==> src/rtl/stat_frame_packer.sv <==
// Snapshot FIFO for the statistic outputs. Each snapshot leaves as a 4-byte frame
// (header, parity, grey, trailer) over a valid/ready byte stream.
module stat_frame_packer #(
    parameter int          DEPTH  = 4,
    parameter logic [7:0]  HEADER = 8'hA5
) (
    input  logic        clock,
    input  logic        reset,
    input  logic        clear,
    input  logic        capture,
    input  logic [7:0]  EvenParity,
    input  logic [7:0]  GreyCode,
    input  logic        overflow,
    input  logic        out_ready,
    output logic [7:0]  out_data,
    output logic        out_valid,
    output logic        out_last,
    output logic        fifo_full,
    output logic [7:0]  drop_count
);

    localparam int AW = $clog2(DEPTH);
    localparam int CW = AW + 1;

    typedef struct packed {
        logic [7:0] par;
        logic [7:0] gry;
        logic       ovf;
        logic [3:0] seq;
    } entry_t;

    typedef enum logic [2:0] {IDLE, HDR, PAR, GRY, TRL} state_t;

    entry_t          r_mem [DEPTH];
    entry_t          r_hold;
    logic [AW-1:0]   r_wptr;
    logic [AW-1:0]   r_rptr;
    logic [CW-1:0]   r_count;
    logic [3:0]      r_seq;
    state_t          r_state;
    logic [7:0]      r_out_data;
    logic            r_out_valid;
    logic            r_out_last;
    logic            r_full;
    logic [7:0]      r_drop;

    logic            w_xfer;
    logic            w_nonempty;
    logic            w_at_depth;
    logic            w_push;
    logic            w_drop;
    logic            w_pop;
    logic [CW-1:0]   w_count_next;

    // The full test looks at the registered count, so a same-cycle pop never frees a slot.
    assign w_xfer     = r_out_valid && out_ready;
    assign w_nonempty = (r_count != '0);
    assign w_at_depth = (r_count == CW'(DEPTH));
    assign w_push     = capture && !w_at_depth;
    assign w_drop     = capture && w_at_depth;
    assign w_pop      = w_nonempty && ((r_state == IDLE) || ((r_state == TRL) && w_xfer));

    // NOTE: every signal assigned in always_comb gets a default first, or a latch is inferred.
    always_comb begin
        w_count_next = r_count;
        if (w_push && !w_pop)
            w_count_next = r_count + CW'(1);
        else if (w_pop && !w_push)
            w_count_next = r_count - CW'(1);
    end

    // NOTE: the storage array has no reset; count and pointers alone decide which entries are live.
    always_ff @(posedge clock) begin
        if (w_push)
            r_mem[r_wptr] <= {EvenParity, GreyCode, overflow, r_seq};
    end

    always_ff @(posedge clock) begin
        if (!reset) begin
            r_wptr      <= '0;
            r_rptr      <= '0;
            r_count     <= '0;
            r_full      <= 1'b0;
            r_seq       <= 4'd0;
            r_drop      <= 8'd0;
            r_state     <= IDLE;
            r_hold      <= '0;
            r_out_data  <= 8'h00;
            r_out_valid <= 1'b0;
            r_out_last  <= 1'b0;
        end else begin
            if (w_push)
                r_wptr <= r_wptr + AW'(1);
            if (w_pop)
                r_rptr <= r_rptr + AW'(1);
            r_count <= w_count_next;
            r_full  <= (w_count_next == CW'(DEPTH));

            // A capture alongside clear still stores the old seq before it is zeroed.
            if (clear)
                r_seq <= 4'd0;
            else if (w_push)
                r_seq <= r_seq + 4'd1;

            if (clear)
                r_drop <= 8'd0;
            else if (w_drop && (r_drop != 8'hFF))
                r_drop <= r_drop + 8'd1;

            case (r_state)
                IDLE: begin
                    if (w_pop) begin
                        r_hold      <= r_mem[r_rptr];
                        r_out_data  <= HEADER;
                        r_out_valid <= 1'b1;
                        r_out_last  <= 1'b0;
                        r_state     <= HDR;
                    end
                end
                HDR: begin
                    if (w_xfer) begin
                        r_out_data <= r_hold.par;
                        r_state    <= PAR;
                    end
                end
                PAR: begin
                    if (w_xfer) begin
                        r_out_data <= r_hold.gry;
                        r_state    <= GRY;
                    end
                end
                GRY: begin
                    if (w_xfer) begin
                        r_out_data <= {r_hold.ovf, 3'b000, r_hold.seq};
                        r_out_last <= 1'b1;
                        r_state    <= TRL;
                    end
                end
                TRL: begin
                    if (w_xfer) begin
                        r_out_last <= 1'b0;
                        if (w_pop) begin
                            r_hold     <= r_mem[r_rptr];
                            r_out_data <= HEADER;
                            r_state    <= HDR;
                        end else begin
                            r_out_data  <= 8'h00;
                            r_out_valid <= 1'b0;
                            r_state     <= IDLE;
                        end
                    end
                end
                default: begin
                    r_out_valid <= 1'b0;
                    r_out_last  <= 1'b0;
                    r_state     <= IDLE;
                end
            endcase
        end
    end

    assign out_data   = r_out_data;
    assign out_valid  = r_out_valid;
    assign out_last   = r_out_last;
    assign fifo_full  = r_full;
    assign drop_count = r_drop;

endmodule

==> config.mk <==
export PLATFORM = sky130hd
export DESIGN_NAME = stat_frame_packer
export DESIGN_NICKNAME = d
export VERILOG_FILES = /design/src/rtl/stat_frame_packer.sv
export SDC_FILE = /design/constraint.sdc
export NUM_CORES = 1
export LEC_CHECK = 0
export ABC_AREA = 1
export CAP_MARGIN = 40
export CORE_MARGIN = 3
export CORE_UTILIZATION = 62
export DETAILED_ROUTE_END_ITERATION = 10
export PLACE_DENSITY = 0.84
export SYNTH_ARGS = -nofsm -noshare
export SYNTH_HDL_FRONTEND = slang
export SYNTH_SLANG_ARGS = --single-unit
==> constraint.sdc <==
create_clock -name clock -period 4.3 [get_ports clock]
set_input_delay 0.86 -clock clock [delete_from_list [all_inputs] [get_ports clock]]
set_output_delay 0.86 -clock clock [all_outputs]
set_load 0.03 [all_outputs]
==> After elaboration in Yosys (flattened, before gate mapping) <==
Memory sizes are Yosys's and may differ from the RTL's. A register that Yosys moved wholly into a read port is not among the register bits.
Cells that the tools add are included.
{ "word_totals": {"reg_bits": 54, "latch_bits": 0, "inputBits": 22, "romBits": 0, "mem_bits_rw": 84, "output_inout_bits": 19, "mem_count": 1} }
{ "mem_list": {"columns": ["memory", "depth", "word_bits", "rd", "rd_clocked_by_memory_dff", "wr", "line", "rtl"], "rows": [
  ["r_mem", 4, 21, 1, 1, 1, "34", "entry_t r_mem [DEPTH];"]
]} }
{ "op_classes": {"addsub": 6, "n_shift": 0, "n_mux": 31, "eq_ne": 13, "magnitude_cmp": 0, "div_mod_pow": 0, "bitwise_logic": 3, "n_reduce_logical": 24, "mul": 0} }
{ "op_table": {"columns": ["operator", "count"], "rows": [
  ["2-to-1 mux 8 bit", 6],
  ["2-to-1 mux 21 bit", 2],
  ["one-hot mux 21 bit (2 select lines)", 1],
  ["one-hot mux 8 bit (5 select lines)", 1],
  ["2-to-1 mux 3 bit", 7],
  ["one-hot mux 3 bit (5 select lines)", 1],
  ["!= test 2 bit, second input constant", 6],
  ["== test 3 bit, second input constant", 3],
  ["2-to-1 mux 1 bit", 9],
  ["adder 8 x 1 -> 8 bit, second input constant", 1],
  ["logical AND 1 bit", 8],
  ["!= test 8 bit, second input constant", 1],
  ["AND reduction 4 bit", 2],
  ["== test 3 x 2 -> 1 bit, second input constant", 2],
  ["AND reduction 6 bit", 1],
  ["AND reduction 5 bit", 1],
  ["nonzero test 5 bit", 1],
  ["adder 2 x 1 -> 2 bit, second input constant", 2],
  ["adder 4 x 1 -> 4 bit, second input constant", 1],
  ["2-to-1 mux 2 bit", 2],
  ["one-hot mux 1 bit (4 select lines)", 1],
  ["OR reduction 2 bit", 2],
  ["adder 3 x 1 -> 3 bit, second input constant", 1],
  ["== test 3 x 1 -> 1 bit, second input constant", 1],
  ["10 further kinds", 14]
]} }

==> Depth between registers and ports, before layout <==
Gate-level depths: netlist (run 1).
{ "depth": {"depth_word": 8, "depth_mapped": 12, "mapped_depth_nobuf": 12} }

==> Worst setup path after synthesis (run 1) <==
Ideal clock, no wire load.
{ "synth_timing": {"path_type": "input port to flip-flop", "from": "input port capture", "to": "memory r_mem[0][0] in the netlist's numbering, enable pin", "slack_ns": 1.889, "stages": 3, "n_path_buf": 1, "t_arrival_ns": 2.013, "required_ns": 3.901, "path_cell_list": "nand2_1 -> buf_2 -> nor2_1"} }
{ "synth_between": {"elab_chain_len": 3} }
{ "synth_lines": {"columns": ["item", "line", "rtl"], "rows": [
  ["from (decl)", "10", "input logic capture,"],
  ["logical AND 1 bit", "59", "assign w_push = capture && !w_at_depth;"],
  ["2-to-1 mux 1 bit", "74", "if (w_push)"],
  ["2-to-1 mux 1 bit (not written as such)", "75", "r_mem[r_wptr] <= {EvenParity, GreyCode, overflow, r_seq};"],
  ["to (decl)", "34", null]
]} }
No other way between the ends.

==> Worst setup path after layout (run 1) <==
{ "layout_timing": {"from": "register r_drop[5] (netlist: drop_count[5])", "to": "output port drop_count[5]"} }
{ "layout_lines": {"columns": ["item", "line", "rtl"], "rows": [
  ["from (decl)", "45", "logic [7:0] r_drop;"],
  ["from (signal assigned)", "108", "r_drop <= r_drop + 8'd1;"],
  ["to (decl)", "19", "output logic [7:0] drop_count"]
]} }
No word-level cell between the ends.

==> results of run 1 <==
## stage by stage
step,std cells,worst slack [ps],util
finish,721,1780,0.763
global route,721,1630,0.763
CTS,721,1760,0.763
detailed placement,689,1270,0.700
global placement,689,1370,0.700
floorplan,555,1890,-
## how the worst max path moves through the flow
stage,slack [ps],startpoint,cells past startpoint,endpoint
3_5_place_dp,1270,out_ready,9,r_rptr[1]
2_1_floorplan,1890,capture,3,r_mem[0][0]
6_report,1780,drop_count[5],1,drop_count[5]
5_1_grt,1630,out_ready,9,r_rptr[1]
3_3_place_gp,1370,out_ready,9,flip-flop
4_1_cts,1760,drop_count[5],1,drop_count[5]
## state kept, by name, summed over array words and instances, names as in the netlist, named ones only
register,count
r_wptr,2
r_seq,4
r_hold,21
out_last,1
out_data,8
r_mem,84
r_count,3
r_rptr,2
fifo_full,1
drop_count,8
r_state,3
out_valid,1
## tightest hold or removal path, cell delays in order (launching register included)
cell     delay [ps]
dfxtp_1         310
nand2_1          60
a21oi_1          50
## power by group through the flow
stage / Clock [mW] / Sequential (mW) / Combinational [mW]
floorplan: 0 / 1.86 / 0.921
global placement: 0 / 1.85 / 1.21
detailed placement: 0 / 1.86 / 1.26
CTS: 1.37 / 1.83 / 1.28
global route: 1.43 / 1.86 / 1.44
finish: 1.36 / 1.83 / 1.28
## cell usage in the layout, fill, tap and decap left out, types with 2 or more instances in the layout
cell,synthesis,final
o21a_1,2,2
edfxtp_1,84,84
nor2_4,2,2
inv_2,2,2
o21ai_1,2,2
inv_6,0,7
ha_1,9,9
o22ai_1,21,21
nand2_2,5,5
o21ai_0,56,56
a21oi_1,20,20
nor2_1,100,100
nand2_1,82,82
nand3_1,15,15
clkdlybuf4s50_1,0,40
nand4_1,5,5
inv_1,38,38
dfxtp_1,56,56
inv_8,0,5
clkinvlp_4,0,3
nor2_2,3,3
clkbuf_16,0,16
buf_4,0,7
mux2i_1,21,21
## routing by layer
layer	vias to the layer above	track usage	wire length (um)
li1	1991	-	-
met1	1954	0.287	4750
met2	145	0.413	5890
met3	16	0.0621	681
met4	0	0.107	163
met5	-	0	0
## cell families after synthesis
family                     count (synthesis)
AOI/OAI and AO/OA                        104
xor gates and xnor gates                   2
adders and majority gates                  9
buffers and inverters                     62
DFF                                      140
muxes                                     21
and+or+nand+nor                          217
## cell type report
cell class                 instances  area share
sequential                       140       0.540
multi-input combinational        353       0.268
timing repair buffer              47      0.0671
clock buffer                      17      0.0614
inverter                          41      0.0232
clock inverter                    15      0.0208
tap                              108      0.0200
==> out/metrics.yaml, run 1 <==
io_pins: 41
power_frac_comb: 0.287
worstPathCellList: "clkdlybuf4s50_1"
cts_num_sinks: 140
crit_buf_inv: 1
first_global_vias: 4059
synth_compound_area_frac: 0.0994
setup_viol: 0
netlist.area_leader.share: 0.442
cp-start-kind: "flip-flop"
drc_errors: 0
drt_pre_antenna_iters: 5
synth_most_common_cell: "nor2_1"
critPathMaxStageDelay_ps: 710
r2r_end: "r_rptr[1]"
worstHoldPathType: "flip-flop to flip-flop"
maxSlewViolCount: 0
holdPathStages: 2
leakagePower_nw: 2.53
io_buffers: 40
hold_violations: 0
critPathCaptureType: "output pin"
dr.first_iter.drc_count: 287
place.gp.congestion: 0.823
synth_edf_count: 84
rsz0062_at_grt: "no"
ys_seq_elements: 140
pwr-share-seq: 0.410
worst_ep_required_time_ps: 3440
synth_cell_types: 33
netlist_area_um2: 5700
yosys-top-cells-count: "nor2_1 (100), edfxtp_1 (84), nand2_1 (82)"
hpwl_mm: 7.34
max_freq_mhz: 397
placed_area_um2: 6200
synth-async-reset-ratio: 0
status: "complete, no violations"
crit_fanout: 5
seq_area_um2: 3640
cp_slowest_cell: "clkdlybuf4s50_1"
grt_pass1_wl_mm: 18.9
p_switching_mw: 1.61
synth_top_family_by_area: "simple AND/OR/NAND/NOR gates"
dieArea_um2: 10400
syn_inst: 555
cts_setup_buffers: 0
routed_via_density: 5.69
cts_buffers: 17
p_clk_frac: 0.303
cts_root_buffer: "clkbuf_8"
clk_latency_ps: 520
path_clk_slew_ps: 70
synthFlopType: "edfxtp_1"
hold_start: "out_data[4]"
dieWidth_um: 102
num_vias: 4106
post-route-min-period_ps: 2520
peakVddDrop_uv: 407
yosys_warnings: 0
initial_core_util: 0.645
grt_usage: 0.240
maxCapViolCount: 0
drt_wl_total_mm: 11.5
synth-simple-area-share: 0.158
clock_skew_ps: 6.40
final_cell_area_um2: 6750
ys_seq_area_frac: 0.639
overflow: 0
period_share: 0.586
tns_ps: 0
hold_ws_ps: 462
synth_nets: 586
critPathKind: "flip-flop to output pin"
worstReg2RegStart: "r_count[0]"
synth_adder_area_share: 0.0197
drive_gt1_frac: 0.0897
synthMuxAreaShare: 0.0369
htreeDepth: 4
grt_max_degree: 32
ctsLongestPathBuffers: 2
cellPowerDensity_nw_per_um2: 662
area_growth_pct: 18.4
n_antenna_cell: 0
num_rows: 34
synthTopCellsByArea: "edfxtp_1 (44%), dfxtp_1 (20%), nor2_1 (6.6%)"
synth_xor_xnor_area_share: 0.00307
maxSlewHeadroom: 0.425
postRouteAntennaNets: 0
r2r_slack_ps: 2030
postCtsHoldBufs: 0
whs_endpoint: "out_data[4]"
path_delay_family: "buffers and inverters"
tightest_slew_ps: 861
core_um2: 8850
cts_resized: 0
r2r_cells: 9
avgRoutedWirePerCell_um: 15.9
power.share.switching: 0.361
syn_area_per_cell_um2: 10.3
cts_tree: "done"
internal_power_mw: 2.86
die_h_um: 102
final_nets: 631
antenna_found_initial: 0
num-fill-cells: 544
multi_input_comb_area_um2: 1810
synth_area_leader_cell: "edfxtp_1"
cp.arrival_ps: 1660
finalPower_mw: 4.47
(Power assumes the default switching activity.)
==> inputs of run 2 (changes only) <==
- CORE_UTILIZATION: 62 -> 58
- PLACE_DENSITY: 0.84 -> 0.79
- clock period: 4.3 -> 2.37 ns (I/O delays scaled with it)
==> run 2 against run 1 <==
  * Non-clock buffer count up 5
  * Worst setup slack lost 1500 ps
  * Sequential cell count unchanged
  * Clock power increased by 93%
  * Count of clock-buffer cells in the layout did not move
  * Critical endpoint is now drop_count[2]
  * Largest power group unchanged
==> out/metrics.yaml, run 2 (same netlist as run 1, synthesis figures left out) <==
initial_core_util: 0.606
grt_pass1_wl_mm: 19.8
finalPower_mw: 8.41
antenna_found_initial: 0
critPathCaptureType: "output pin"
largest_reg_flops: 84
num_rows: 35
maxSlewHeadroom: 0.503
grt_max_degree: 43
cts_root_buffer: "clkbuf_8"
dieArea_um2: 11100
maxCapViolCount: 0
avgRoutedWirePerCell_um: 15.8
io_pins: 41
io_buffers: 40
clk_latency_ps: 530
drt_wl_total_mm: 11.8
postCtsHoldBufs: 0
dieWidth_um: 105
first_global_vias: 3989
final_common_cell: "nor2_1"
path_clk_slew_ps: 60
setup_viol: 0
n_antenna_cell: 0
overflow: 0
postRouteAntennaNets: 0
largest_register: "r_mem"
critPathMaxStageDelay_ps: 710
rsz0062_at_grt: "no"
drive_gt1_frac: 0.100
drc_errors: 0
maxSlewViolCount: 0
peakVddDrop_uv: 750
drt_pre_antenna_iters: 5
cts_buffers: 17
cts_num_sinks: 140
cts_setup_buffers: 0
period_share: 0.902
cts_tree: "done"
hold_violations: 0
top_regs: "r_mem (84), r_hold (21)"
final_cell_mix: "nor2_1 (98), edfxtp_1 (84), nand2_1 (82), o21ai_0 (56), dfxtp_1 (56)"
grt_usage: 0.227
worstPathCellList: "clkdlybuf4s50_1"
crit_fanout: 6
core_um2: 9420
final_nets: 636
cellPowerDensity_nw_per_um2: 1220
ctsLongestPathBuffers: 2
tightest_slew_ps: 745
leakagePower_nw: 2.58
path_delay_family: "buffers and inverters"
tns_ps: 0
status: "complete, no violations"
die_h_um: 105
dr.first_iter.drc_count: 336
max_freq_mhz: 468
worst_ep_required_time_ps: 1900
clock_skew_ps: 11.2
cp_slowest_cell: "clkdlybuf4s50_1"
area_growth_pct: 21.1
critPathKind: "flip-flop to output pin"
cp.arrival_ps: 1660
htreeDepth: 4
hpwl_mm: 7.35
post-route-min-period_ps: 2140
crit_buf_inv: 1
worstHoldPathType: "flip-flop to flip-flop"
num_vias: 4159
routed_via_density: 5.57
place.gp.congestion: 0.811
cp-start-kind: "flip-flop"
cts_resized: 0
==> run 2: changes by cell type in the layout (fill, tap and decap cells not counted) <==
cell | before | now
nor2_1 | 100 | 98
nor2_2 | 3 | 5
buf_12 | 0 | 4
inv_8 | 5 | 3
clkinv_2 | 0 | 1
clkinvlp_4 | 3 | 2
buf_4 | 7 | 8
bufinv_16 | 0 | 2
==> run 2: final timing paths <==
path,slack (ps),cells past startpoint,startpoint,endpoint
setup / recovery,230,1,drop_count[2],drop_count[2]
hold / removal,470,2,out_data[4],out_data[4]
setup reg to reg,530,6,r_count[0],r_mem[3][1]
hold reg to reg,470,2,out_data[4],out_data[4]
==> run 2: cell type report <==
cell class | count | area (um2)
multi-input combinational | 353 | 1810
inverter | 41 | 156
clock buffer | 17 | 414
timing repair buffer | 52 | 541
sequential | 140 | 3640
fill | 625 | 2510
tap | 129 | 161
clock inverter | 15 | 175
==> run 2: power by group <==
part | internal [mW] | switching (mW)
combinational | 0.856 | 1.63
sequential | 3.05 | 0.237
clock | 1.54 | 1.10
total | 5.45 | 2.96
==> run 2: metrics by stage <==
step | util | cell area, um2 | setup WS, ps | hold slack (ps) | instances
final | 0.733 | 6900 | 233 | 467 | 747
after global routing | 0.733 | 6900 | 179 | 492 | 747
after CTS | 0.733 | 6900 | 218 | 476 | 747
after detailed placement | 0.671 | 6310 | 321 | 467 | 715
after global placement | 0.671 | 6310 | 373 | 453 | 715
after floorplan | - | 5700 | 123 | 456 | 555
==> run 2: layer usage <==
layer	global-route usage	routed length, um	up-vias
met5	0	0	-
met1	0.290	5040	1979
met4	0.0825	161	0
li1	-	-	2005
met3	0.0587	758	18
met2	0.374	5870	157
==> inputs of run 3 (changes only) <==
- CAP_MARGIN: 40 -> not set
==> results of run 3 <==
Final layout, timing and power as in run 2 (identical DEF).
